--- src/rtl/fft_sample_loader.sv ---
// rtl/fft_sample_loader.sv - ADC sample pacing and bit-reversed frame buffer for the FFT path
//
// Paces ADC conversions with a free-running period counter, captures each
// conversion on the rising edge of its data-valid, and fills an N_POINTS
// frame buffer. A full frame is held until the FFT stage acknowledges it.
//
// Optional feature macro: FFT_LOADER_BITREV_EN
//   defined   : write address is idx with its address bits reversed
//   undefined : write address is idx (natural order)
//
// Ports:
//   clk          system clock, rising edge
//   rst          synchronous active-high reset
//   adc_data     ADC reader sample
//   adc_dv       ADC reader data valid (may be held for several cycles)
//   sample       start-conversion pulse to the ADC reader
//   frame_ready  buffer holds a complete frame
//   frame_ack    FFT stage has consumed the frame
//   rd_addr      buffer read address
//   rd_data      buffer read data, one cycle after rd_addr
//   overrun      sticky: a tick arrived while a conversion was pending

module fft_sample_loader #(
    parameter int N_POINTS      = 32,
    parameter int DATA_WIDTH    = 8,
    parameter int SAMPLE_PERIOD = 64
) (
    input  logic                        clk,
    input  logic                        rst,
    input  logic [DATA_WIDTH-1:0]       adc_data,
    input  logic                        adc_dv,
    output logic                        sample,
    output logic                        frame_ready,
    input  logic                        frame_ack,
    input  logic [$clog2(N_POINTS)-1:0] rd_addr,
    output logic [DATA_WIDTH-1:0]       rd_data,
    output logic                        overrun
);

    localparam int AW = $clog2(N_POINTS);
    localparam int TW = $clog2(SAMPLE_PERIOD);

    typedef enum logic [1:0] {
        WAIT_TICK = 2'd0,
        WAIT_DV   = 2'd1,
        FULL      = 2'd2
    } state_t;

    state_t                state, state_next;
    logic [TW-1:0]         tcnt;
    logic [AW-1:0]         idx, idx_next;
    logic [AW-1:0]         wr_addr;
    logic                  dv_q;
    logic                  dv_rise;
    logic                  tick;
    logic                  wr_en;
    logic                  sample_next;
    logic                  ready_next;
    logic                  overrun_next;
    logic [DATA_WIDTH-1:0] mem [N_POINTS];

    assign tick    = (tcnt == TW'(SAMPLE_PERIOD - 1));
    assign dv_rise = adc_dv & ~dv_q;

    always_comb begin
        wr_addr = idx;
`ifdef FFT_LOADER_BITREV_EN
        for (int i = 0; i < AW; i++) begin
            wr_addr[i] = idx[AW-1-i];
        end
`endif
    end

    // Period counter free-runs in every state so the tick grid is fixed
    // relative to reset release.
    always_ff @(posedge clk) begin
        if (rst) begin
            tcnt <= '0;
            dv_q <= 1'b0;
        end else begin
            tcnt <= tick ? '0 : tcnt + TW'(1);
            dv_q <= adc_dv;
        end
    end

    always_ff @(posedge clk) begin
        if (rst) begin
            state       <= WAIT_TICK;
            idx         <= '0;
            sample      <= 1'b0;
            frame_ready <= 1'b0;
            overrun     <= 1'b0;
        end else begin
            state       <= state_next;
            idx         <= idx_next;
            sample      <= sample_next;
            frame_ready <= ready_next;
            overrun     <= overrun_next;
        end
    end

    always_comb begin
        state_next   = state;
        idx_next     = idx;
        sample_next  = 1'b0;
        ready_next   = frame_ready;
        overrun_next = overrun;
        wr_en        = 1'b0;
        case (state)
            WAIT_TICK: begin
                if (tick) begin
                    sample_next = 1'b1;
                    state_next  = WAIT_DV;
                end
            end
            WAIT_DV: begin
                // A capture coinciding with a tick takes priority; that tick
                // is then simply not used to start a conversion.
                if (dv_rise) begin
                    wr_en = 1'b1;
                    if (idx == AW'(N_POINTS - 1)) begin
                        idx_next   = '0;
                        ready_next = 1'b1;
                        state_next = FULL;
                    end else begin
                        idx_next   = idx + AW'(1);
                        state_next = WAIT_TICK;
                    end
                end else if (tick) begin
                    overrun_next = 1'b1;
                end
            end
            FULL: begin
                if (frame_ack && frame_ready) begin
                    ready_next = 1'b0;
                    state_next = WAIT_TICK;
                end
            end
            default: state_next = WAIT_TICK;
        endcase
    end

    // Buffer is deliberately not reset; a same-cycle read of the written
    // address returns the previous contents.
    always_ff @(posedge clk) begin
        if (wr_en) begin
            mem[wr_addr] <= adc_data;
        end
    end

    always_ff @(posedge clk) begin
        if (rst) begin
            rd_data <= '0;
        end else begin
            rd_data <= mem[rd_addr];
        end
    end

endmodule

--- config.mk ---
export PLATFORM = sky130hd
export DESIGN_NAME = fft_sample_loader
export DESIGN_NICKNAME = d
export VERILOG_FILES = /design/src/rtl/fft_sample_loader.sv
export SDC_FILE = /design/constraint.sdc
export NUM_CORES = 1
export LEC_CHECK = 0
export CAP_MARGIN = 20
export CORE_MARGIN = 5
export CORE_UTILIZATION = 61
export CTS_BUF_LIST = sky130_fd_sc_hd__clkbuf_16
export CTS_CLUSTER_SIZE = 8
export DETAILED_ROUTE_END_ITERATION = 10
export GPL_TIMING_DRIVEN = 1
export HOLD_SLACK_MARGIN = 0.08
export PLACE_DENSITY = 0.89
export SETUP_SLACK_MARGIN = 0.1
export SYNTH_ARGS = -nofsm -noshare
export SYNTH_HDL_FRONTEND = slang
export SYNTH_SLANG_ARGS = --single-unit
--- constraint.sdc ---
create_clock -name clk -period 2.5 [get_ports clk]
set_input_delay 0.25 -clock clk [delete_from_list [all_inputs] [get_ports clk]]
set_output_delay 0.25 -clock clk [all_outputs]
set_load 0.02 [all_outputs]
Yosys cells after proc, flatten, opt, wreduce, memory -nomap -nowiden. Memories as Yosys holds them, arrays and structs flattened. A register that Yosys moved wholly into a read port is not among the register bits. Index checks and enable logic that the tools add are counted.

Register bits: 17. Bits in writable memories: 256. Output and inout bits: 11. Memories: 1.

$add $sub $neg: 2. Equality and inequality tests: 8. Mux-type cells: 15. Bitwise operators: 4. Reduce and logical (&&, ||, !) cells: 9.

Memory list: mem (depth 32, width 8, read ports 1, clocked after Yosys merged registers in 1, wr ports 1, RTL line 60) `logic [DATA_WIDTH-1:0] mem [N_POINTS];`.

Operator list (count): two-way mux 1 bit (8); two-way mux 2 bit (4); inequality test 2 bit (second input constant) (4); adder 6 x 1 -> 6 bit (second input constant) (1); == test 6 bit (second input constant) (1); case mux 2 bit (3 select lines) (1); AND reduction 3 bit (2); adder 5 x 1 -> 5 bit (second input constant) (1); == test 5 bit (second input constant) (1); two-way mux 5 bit (1); AND reduction 4 bit (1); OR reduction 2 bit (2); inverter 1 bit (3); == test 2 x 1 -> 1 bit (second input constant) (1); == test 2 bit (second input constant) (1); logical NOT 2 bit (1); case mux 1 bit (2 select lines) (1); AND reduction 2 bit (1); nonzero test 2 bit (1); AND 1 bit (1); logical AND 1 bit (1).

Logic depth before layout (Yosys ltp). Gate-level depths: netlist (run 1).

Word-level depth: 6. Mapped depth: 7. Mapped depth without buffers: 6.

Worst setup path after synthesis (run 1). Ideal clock, no wire load.

Kind: register to register. Start: reg idx[4]. End: mem mem[16][0], enable pin. Library setup time: 370 ps. Arrival: 1426 ps. Data required time: 2130 ps. Path slack: 704 ps. Stages on the path, launching flop included: 4. Clock period less this slack: 1796 ps. Path through: dfxtp_1 -> clkbuf_1 -> or3b_2 -> nor2_1.

RTL lines: start: declaration (RTL line 51) `logic [AW-1:0] idx, idx_next;`; start signal: assignment (RTL line 95) `idx <= idx_next;`; end: declaration (RTL line 60).

No word-level cell before the write port.

Worst setup path in the final report (run 1).
Start: reg state[0]. End: mem mem[14][0], enable pin.

Longest elaborated chain between the ends: 4.

Ends and longest elaborated chain: start: declaration (RTL line 49) `state_t state, state_next;`; start signal: assignment (RTL line 94) `state <= state_next;`; == test 2 x 1 -> 1 bit (RTL line 109) `case (state)`; two-way mux 1 bit (RTL line 109); two-way mux 1 bit (RTL line 146) `if (wr_en) begin`; two-way mux 1 bit (not written as such) (RTL line 147) `mem[wr_addr] <= adc_data;`.

Every way passes these cells.

==> results of run 1 <==
==> critical path: cells and delay by family (launching register included) <==
| kind | cells | cell delay (ns) |
|---|---|---|
| buffers and inverters | 2 | 0.44 |
| DFF | 1 | 0.38 |
| and+or+nand+nor | 3 | 0.82 |
==> state kept, by name (all words and copies together) (netlist names) <==
register     count
mem            256
rd_data          8
tcnt             6
idx              5
state            2
dv_q             1
frame_ready      1
overrun          1
sample           1
==> worst max path at each step <==
stage / startpoint / end / cells after the start
after CTS: state[0] / mem[14][0] / 5
after detailed placement: adc_dv / mem[10][5] / 6
after global routing: state[0] / mem[14][1] / 5
after floorplan: idx[4] / mem[16][0] / 3
final: state[0] / mem[14][0] / 5
after global placement: rd_addr[0] / rd_data[4] / 6
==> cells in the mapped netlist, types with 4 or more instances <==
master	number	area, µm²
a21oi_1	6	30.03
a221o_1	8	80.08
a221oi_1	6	52.55
a22oi_1	9	67.56
a31oi_1	9	56.30
buf_2	5	25.02
buf_6	6	67.56
clkbuf_1	5	18.77
dfxtp_1	25	500.5
edfxtp_1	256	7687
ha_1	6	75.07
mux2i_1	32	320.3
mux4_1	29	762.0
mux4_2	27	608.1
nand2_1	15	56.30
nand3_1	4	20.02
nand3b_1	4	30.03
nor2_1	48	180.2
o21ai_0	7	35.03
==> metal layers <==
layer  vias to the layer above  track usage, %  routed length [µm]
li1                       2462               -                   -
met1                      2914           33.36                9213
met2                       364           39.89               12210
met3                        55           4.828                2042
met4                         0           8.444                 705
met5                         -               0                   0
==> layout make-up <==
type | instances | area [µm²] | area share (%)
Sequential cell | 281 | 8188 | 63.41
Multi-Input combinational cell | 238 | 2591 | 20.07
Clock buffer | 41 | 1026 | 7.946
Timing Repair Buffer | 74 | 663.1 | 5.136
Tap cell | 229 | 286.5 | 2.219
Clock inverter | 34 | 142.6 | 1.105
Inverter | 4 | 15.01 | 0.1163
==> report_power, final <==
| group | switching (mW) | internal (mW) | total (mW) |
|---|---|---|---|
| Clock | 1.87 | 2.94 | 4.81 |
| Sequential | 0.00831 | 5.15 | 5.15 |
| Combinational | 0.259 | 0.183 | 0.441 |
==> cells by family after synthesis <==
kind of cell,after synthesis
xor+xnor,5
fa+ha+maj,6
simple gates,89
mux,88
compound gates,50
buf+inv,31
flops,281
==> impl_metrics.yaml, run 1 <==
outcome:
  status: "completed"
sta:
  clock_skew_ns: 0.01732
  finalHoldViolations: 0
  tightestPinTransition_ns: 0.6696
  finalSetupTns_ns: 0
  final_max_slew_viol_count: 0
  fin_crit_sh_pct: 77.83
  holdWs_ns: 0.3639
  setup_viol: 0
  post-route-min-period_ns: 1.946
  fin_ws_ns: 0.5544
  relSlewSlack_pct: 55.19
  fmax_ghz: 0.5140
  rsz0062_at_grt: "false"
layout:
  layout_common_cells: "256 x edfxtp_1, 48 x nor2_1, 43 x buf_4"
  instances_no_fill: 901
  final_common_cell: "edfxtp_1"
  fin_nets: 663
  num-fill-cells: 998
  n_antenna_cell: 0
  fin_area_um2: 12910
  drive_above_1_share_pct: 18.75
  area_growth_pct: 16.95
  finish.utilization_pct: 72.13
pwr:
  p_total_mw: 10.41
  p_leak_nw: 4.485
  power_density_nw_per_um2: 806.2
  irDropWorstVdd_mv: 0.6463
hold_path:
  holdPathEnd: "frame_ready"
  hp-class: "input pin to flop"
  hold_path_startpoint: "frame_ack"
  holdPathStages: 2
global_route:
  grt_max_degree: 65
  antenna_found_initial: 0
  grt-ovfl-total: 0
  grt_pass1_vias: 5980
  track_usage_pct: 24.37
  grt_pass1_wl_mm: 36.87
drt:
  drc: 0
  dr.pass1.iters: 5
  antenna_left: 0
  drtIter0Drc: 665
  wl_per_cell_um: 26.83
  viasPerCell: 6.432
  wl_mm: 24.18
  via_count: 5795
floorplanning:
  start_util_pct: 61.67
  fp.dieW_um: 144.5
  die_area_um2: 20890
  core_um2: 17900
  pin_count: 28
  die_h_um: 144.5
  num_rows: 49
setup_path:
  r2r-start: "state[0]"
  max_stage_delay_ns: 0.38
  path_cells: "nor4bb_1 > buf_4 > nand2_1 > nor2_1 > buf_4"
  end_kind: "flop"
  r2r-end: "mem[14][0]"
  r2r_slack_ns: 0.55
  reg2reg_depth: 5
  crit_top_cell: "buf_4"
  crit_path_max_fanout: 9
  crit_path_start_kind: "flop"
  required_ns: 2.71
  worstPathArrival_ns: 2.15
  worstSetupPathType: "flop to flop"
  slowest_stage: "dfxtp_1"
synthesis:
  netlist_area_um2: 11040
  synthMuxAreaShare_pct: 15.31
  synth_simple_gate_area_share_pct: 3.785
  ys_types: 44
  synth-xor-area-share_pct: 0.3966
  synth_top_family_by_area: "multiplexers"
  synth-adder-area-share_pct: 0.6800
  synth_seq_cells: 281
  synth-compound-area-share_pct: 3.298
  synth_nets: 573
  synth-edff-count: 256
  syn_avg_cell_area_um2: 20.07
  seq_area_frac_synth_pct: 74.16
  yosysWarnings: 0
  synth_ff_type: "edfxtp_1"
  synth_cells: 550
  ys_async_sr_fraction_pct: 0
placement:
  portBuffers: 27
  place_ws_ns: 0.1768
  placedInstanceArea_um2: 11740
  gp_congestion: 0.8313
  dpl.cell_count: 826
  dpl.hpwl_mm: 13.92
cts:
  cts_made_buffers: 41
  cts.path.max_buffers: 3
  cts_setup_buffers: 0
  clkTransAtPathRegs_ns: 0.05
  cts_resized: 0
  htreeDepth: 2
  cts_tree: "built"
  cts-root-buf: "clkbuf_16"
  worstSkewPairLatency_ns: 0.52
  holdBufCountCts: 0
  clock-sinks: 281
job:
  cap_violations: 0
(Power assumes the default switching activity.)
==> run 2: changes to the inputs <==
==> constraint.sdc (replaced) <==
create_clock -name clk -period 1.95 [get_ports clk]
set_input_delay 0.195 -clock clk [delete_from_list [all_inputs] [get_ports clk]]
set_output_delay 0.195 -clock clk [all_outputs]
set_load 0.02 [all_outputs]
==> run 2 against run 1 <==
Net effect: sequential share of layout area is 0.90 points lower; largest power group unchanged; combinational power is 32% higher; setup slack worse by 0.47 ns; non-clock buffer count is 15 higher; worst hold slack worse by 0.084 ns; critical path depth stayed put; design area is 1.5% higher; clock-buffer cell count is 2 higher; clock power is 33% higher; critical endpoint is now mem[10][1]; sequential power is 28% higher.
==> impl_metrics.yaml, run 2 (synthesis gave the netlist of run 1 again) <==
pwr:
  irDropWorstVdd_mv: 1.004
  power_density_nw_per_um2: 1036
  p_int_mw: 10.78
  p_leak_nw: 4.589
  p_switching_mw: 2.799
  clockPowerShare_pct: 47.1
  swShare_pct: 20.62
  power_frac_comb_pct: 4.3
  pwr-share-seq_pct: 48.7
  p_total_mw: 13.58
global_route:
  track_usage_pct: 24.68
  grt_pass1_wl_mm: 37.49
  grt_max_degree: 37
  grt_pass1_vias: 6176
  grt-ovfl-total: 0
  antenna_found_initial: 0
setup_path:
  required_ns: 2.16
  end_kind: "flop"
  crit_path_max_fanout: 8
  crit_path_start_kind: "flop"
  slowest_stage: "dfxtp_1"
  crit_top_cell: "buf_4"
  worstSetupPathType: "flop to flop"
  path_cells: "nor4bb_1 > buf_4 > nand2_1 > nor2_1 > buf_4"
  crit_family: "simple AND/OR/NAND/NOR gates"
  max_stage_delay_ns: 0.33
  worstPathArrival_ns: 2.07
  worst-path-buf-inv: 2
drt:
  via_count: 5886
  drtIter0Drc: 809
  wl_mm: 24.71
  wl_per_cell_um: 26.94
  antenna_left: 0
  dr.pass1.iters: 5
  drc: 0
  viasPerCell: 6.419
floorplanning:
  pin_count: 28
  die_h_um: 144.5
  start_util_pct: 61.67
  die_area_um2: 20890
  fp.dieW_um: 144.5
  num_rows: 49
  core_um2: 17900
sta:
  holdWs_ns: 0.2796
  tightestPinTransition_ns: 0.6011
  rsz0062_at_grt: "true"
  clock_skew_ns: 0.02804
  setup_viol: 0
  relSlewSlack_pct: 59.80
  finalSetupTns_ns: 0
  post-route-min-period_ns: 1.862
  fin_crit_sh_pct: 95.50
  fmax_ghz: 0.5370
  final_max_slew_viol_count: 0
  finalHoldViolations: 0
job:
  cap_violations: 0
layout:
  largest_registers: "mem x256, rd_data x8, tcnt x6"
  final_common_cell: "edfxtp_1"
  instances_no_fill: 917
  fin_nets: 678
  area_growth_pct: 18.65
  drive_above_1_share_pct: 21.22
  top_register: "mem"
  layout_common_cells: "256 x edfxtp_1, 56 x buf_4, 48 x nor2_1"
  n_antenna_cell: 0
  largest_reg_flops: 256
cts:
  clock-sinks: 281
  clkTransAtPathRegs_ns: 0.05
  cts_tree: "built"
  cts_made_buffers: 41
  worstSkewPairLatency_ns: 0.53
  cts.path.max_buffers: 3
  cts-root-buf: "clkbuf_16"
  htreeDepth: 2
  holdBufCountCts: 0
hold_path:
  hp-class: "input pin to flop"
placement:
  dpl.cell_count: 841
  dpl.hpwl_mm: 14.54
  portBuffers: 27
  gp_congestion: 0.8999
outcome:
  status: "completed"
-- run 2: changes by cell type in the layout (fill, tap and decap cells not counted), moves of 2 or more --
cell / delta
clkbuf_16: +2
buf_12: +2
nand2_2: +2
buf_4: +13
nand2_1: -2
-- run 2: power by group through the flow --
stage	Sequential (mW)	Combinational [mW]	Clock [mW]
after floorplan	6.74	0.298	0
after global placement	6.72	0.548	0
after detailed placement	6.72	0.570	0
after CTS	6.61	0.580	6.47
after global routing	6.60	0.610	6.79
final	6.61	0.582	6.39
-- run 2: layer usage --
metal	track usage, %	vias to the layer above	wire [µm]
li1	-	2487	-
met1	33.39	2919	9303
met2	40.21	412	12290
met3	4.993	68	2226
met4	9.573	0	885
met5	0	-	0
-- run 2: repair_timing --
action                                  4_1_cts  5_1_grt
endpoints found under the setup margin       33      228
buffers inserted                              0        0
gates resized for setup                       1        3
-- run 2: area by class of cell --
type | instances | area, µm²
clock buffer | 43 | 1076
clock inverter | 33 | 133.9
fill | 958 | 4802
inverter | 4 | 15.01
multi-input combinational | 238 | 2599
sequential | 281 | 8189
tap | 229 | 286.5
timing repair buffer | 89 | 800.8
-- run 2: through the flow --
| stage | instance area (µm²) | utilization (%) | setup WS [ns] |
|---|---|---|---|
| floorplan | 11040 | - | 0.1543 |
| global placement | 11880 | 66.37 | -0.1737 |
| detailed placement | 11880 | 66.37 | -0.2656 |
| CTS | 13090 | 73.14 | 0.05979 |
| global route | 13100 | 73.18 | 0.01379 |
| finish | 13100 | 73.18 | 0.08775 |
-- run 2: worst register-to-register path, cell delays in order (launching register included) --
cell,delay (ns)
dfxtp_1,0.33
nor4bb_1,0.32
buf_4,0.20
nand2_1,0.24
nor2_1,0.25
buf_4,0.21
-- run 2: final timing paths --
check / startpoint / cells after the start / slack, ns / endpoint
worst max-delay path: state[1] / 5 / 0.09 / mem[10][1]
worst min-delay path: frame_ack / 2 / 0.28 / frame_ready
worst max register to register: state[1] / 5 / 0.09 / mem[10][1]
worst min register to register: tcnt[0] / 1 / 0.46 / tcnt[0]
==> run 3: changes to the inputs <==
--- a/config.mk
+++ b/config.mk
@@ -11,7 +11,7 @@
 export CTS_BUF_LIST = sky130_fd_sc_hd__clkbuf_16
 export CTS_CLUSTER_SIZE = 8
 export DETAILED_ROUTE_END_ITERATION = 10
-export GPL_TIMING_DRIVEN = 1
+export GPL_TIMING_DRIVEN = 0
 export HOLD_SLACK_MARGIN = 0.08
 export PLACE_DENSITY = 0.89
 export SETUP_SLACK_MARGIN = 0.1
==> run 3 against run 2 <==
Net effect: design area increased by 5.7%; combinational power increased by 15%; sequential cell count did not move; setup slack gained 0.023 ns; clock-buffer cell count is the same; worst hold slack gained 0.048 ns; die area is the same; critical path depth unchanged; register-to-register slack improved by 0.02 ns; largest power group unchanged.
==> impl_metrics.yaml, run 3 (synthesis gave the netlist of run 1 again) <==
outcome:
  status: "completed"
floorplanning:
  die_area_um2: 20890
  die_h_um: 144.5
  core_um2: 17900
  num_rows: 49
  start_util_pct: 61.67
  fp.dieW_um: 144.5
  pin_count: 28
setup_path:
  end_kind: "flop"
  worstSetupPathType: "flop to flop"
  worstPathArrival_ns: 2.27
  max_stage_delay_ns: 0.54
  crit_path_max_fanout: 10
  crit_path_start_kind: "flop"
  slowest_stage: "or4_4"
  reg2reg_depth: 5
  required_ns: 2.38
  path_cells: "clkbuf_2 > and3_1 > ha_2 > or4_4 > a21oi_1"
  r2r_slack_ns: 0.11
layout:
  layout_common_cells: "256 x edfxtp_1, 45 x clkbuf_16, 33 x inv_1"
  top_register: "mem"
  area_growth_pct: 25.41
  finish.utilization_pct: 77.34
  final_common_cell: "edfxtp_1"
  largest_reg_flops: 256
  n_antenna_cell: 0
  drive_above_1_share_pct: 28.77
  fin_nets: 693
  largest_registers: "mem x256, rd_data x8, tcnt x6"
global_route:
  grt_max_degree: 33
  grt_pass1_wl_mm: 41.14
  antenna_found_initial: 2
  track_usage_pct: 27.84
  grt-ovfl-total: 0
  grt_pass1_vias: 6314
drt:
  via_count: 6403
  antenna_left: 0
  drtIter0Drc: 1246
  wl_per_cell_um: 32.74
  viasPerCell: 6.878
  drc: 0
  dr.pass1.iters: 5
  wl_mm: 30.48
sta:
  final_max_slew_viol_count: 0
  setup_viol: 0
  fin_crit_sh_pct: 94.30
  relSlewSlack_pct: 54.92
  tightestPinTransition_ns: 0.6741
  post-route-min-period_ns: 1.839
  fmax_ghz: 0.5438
  finalHoldViolations: 0
  clock_skew_ns: 0.03506
  fin_ws_ns: 0.1112
  finalSetupTns_ns: 0
  rsz0062_at_grt: "false"
pwr:
  p_total_mw: 13.81
  power_density_nw_per_um2: 997.4
  p_leak_nw: 4.818
  irDropWorstVdd_mv: 0.8850
placement:
  gp_congestion: 0.8306
  place_ws_ns: -0.7981
  portBuffers: 25
  dpl.hpwl_mm: 14.32
cts:
  clock-sinks: 281
  cts_made_buffers: 41
  clkTransAtPathRegs_ns: 0.05
  cts.path.max_buffers: 3
  cts_tree: "built"
  worstSkewPairLatency_ns: 0.54
  cts-root-buf: "clkbuf_16"
  htreeDepth: 2
job:
  cap_violations: 0
hold_path:
  hp-class: "input pin to flop"
  holdPathStages: 2
## run 3: final cells by class
cell class | count | area [µm²]
Sequential cell | 281 | 8190
Fill cell | 844 | 4056
Multi-Input combinational cell | 238 | 2925
Clock buffer | 43 | 1076
Timing Repair Buffer | 77 | 965.9
Tap cell | 229 | 286.5
Buffer | 27 | 256.5
Clock inverter | 32 | 130.1
Inverter | 4 | 15.01
## run 3: what timing repair did
action,4_1_cts,5_1_grt
hold buffers,1,0
buffers inserted,39,4
gates resized for setup,83,21
endpoints found under the hold margin,8,0
setup endpoints to repair,262,264
pin swaps,23,7
gates cloned,0,0
## run 3: per-stage QoR
step           hold WS (ns)  instances  instance area, µm²
6_report             0.3273        931               13850
5_1_grt              0.3378        931               13850
4_1_cts              0.3123        919               13540
3_5_place_dp         0.4703        804               11580
3_3_place_gp         0.4277        804               11580
2_1_floorplan        0.2882        550               11040
## run 3: where the power goes
group	internal (mW)	total, mW	switching (mW)
clock network	3.93	6.54	2.60
logic	0.284	0.669	0.385
registers	6.59	6.60	0.00960
## run 3: critical path: cells and delay by family (launching register included)
kind / cells / cell delay, ns
and+or+nand+nor: 2 / 0.77
DFF: 1 / 0.34
buffers and inverters: 1 / 0.24
adders and majority gates: 1 / 0.23
AOI/OAI and AO/OA: 1 / 0.18
## run 3: final timing paths
| kind | endpoint | startpoint |
|---|---|---|
| worst max register to register | idx[3] | idx[3] |
| worst min register to register | tcnt[0] | tcnt[0] |
| worst max-delay path | idx[3] | idx[3] |
| worst min-delay path | frame_ready | frame_ack |
## run 3: layer usage
metal / up-vias / share of wire (%) / GRT usage (%)
li1: 2534 / - / -
met1: 3191 / 36 / 36.31
met2: 568 / 48 / 44.87
met3: 106 / 11 / 8.366
met4: 4 / 4.0 / 10.55
met5: - / 0.11 / 0
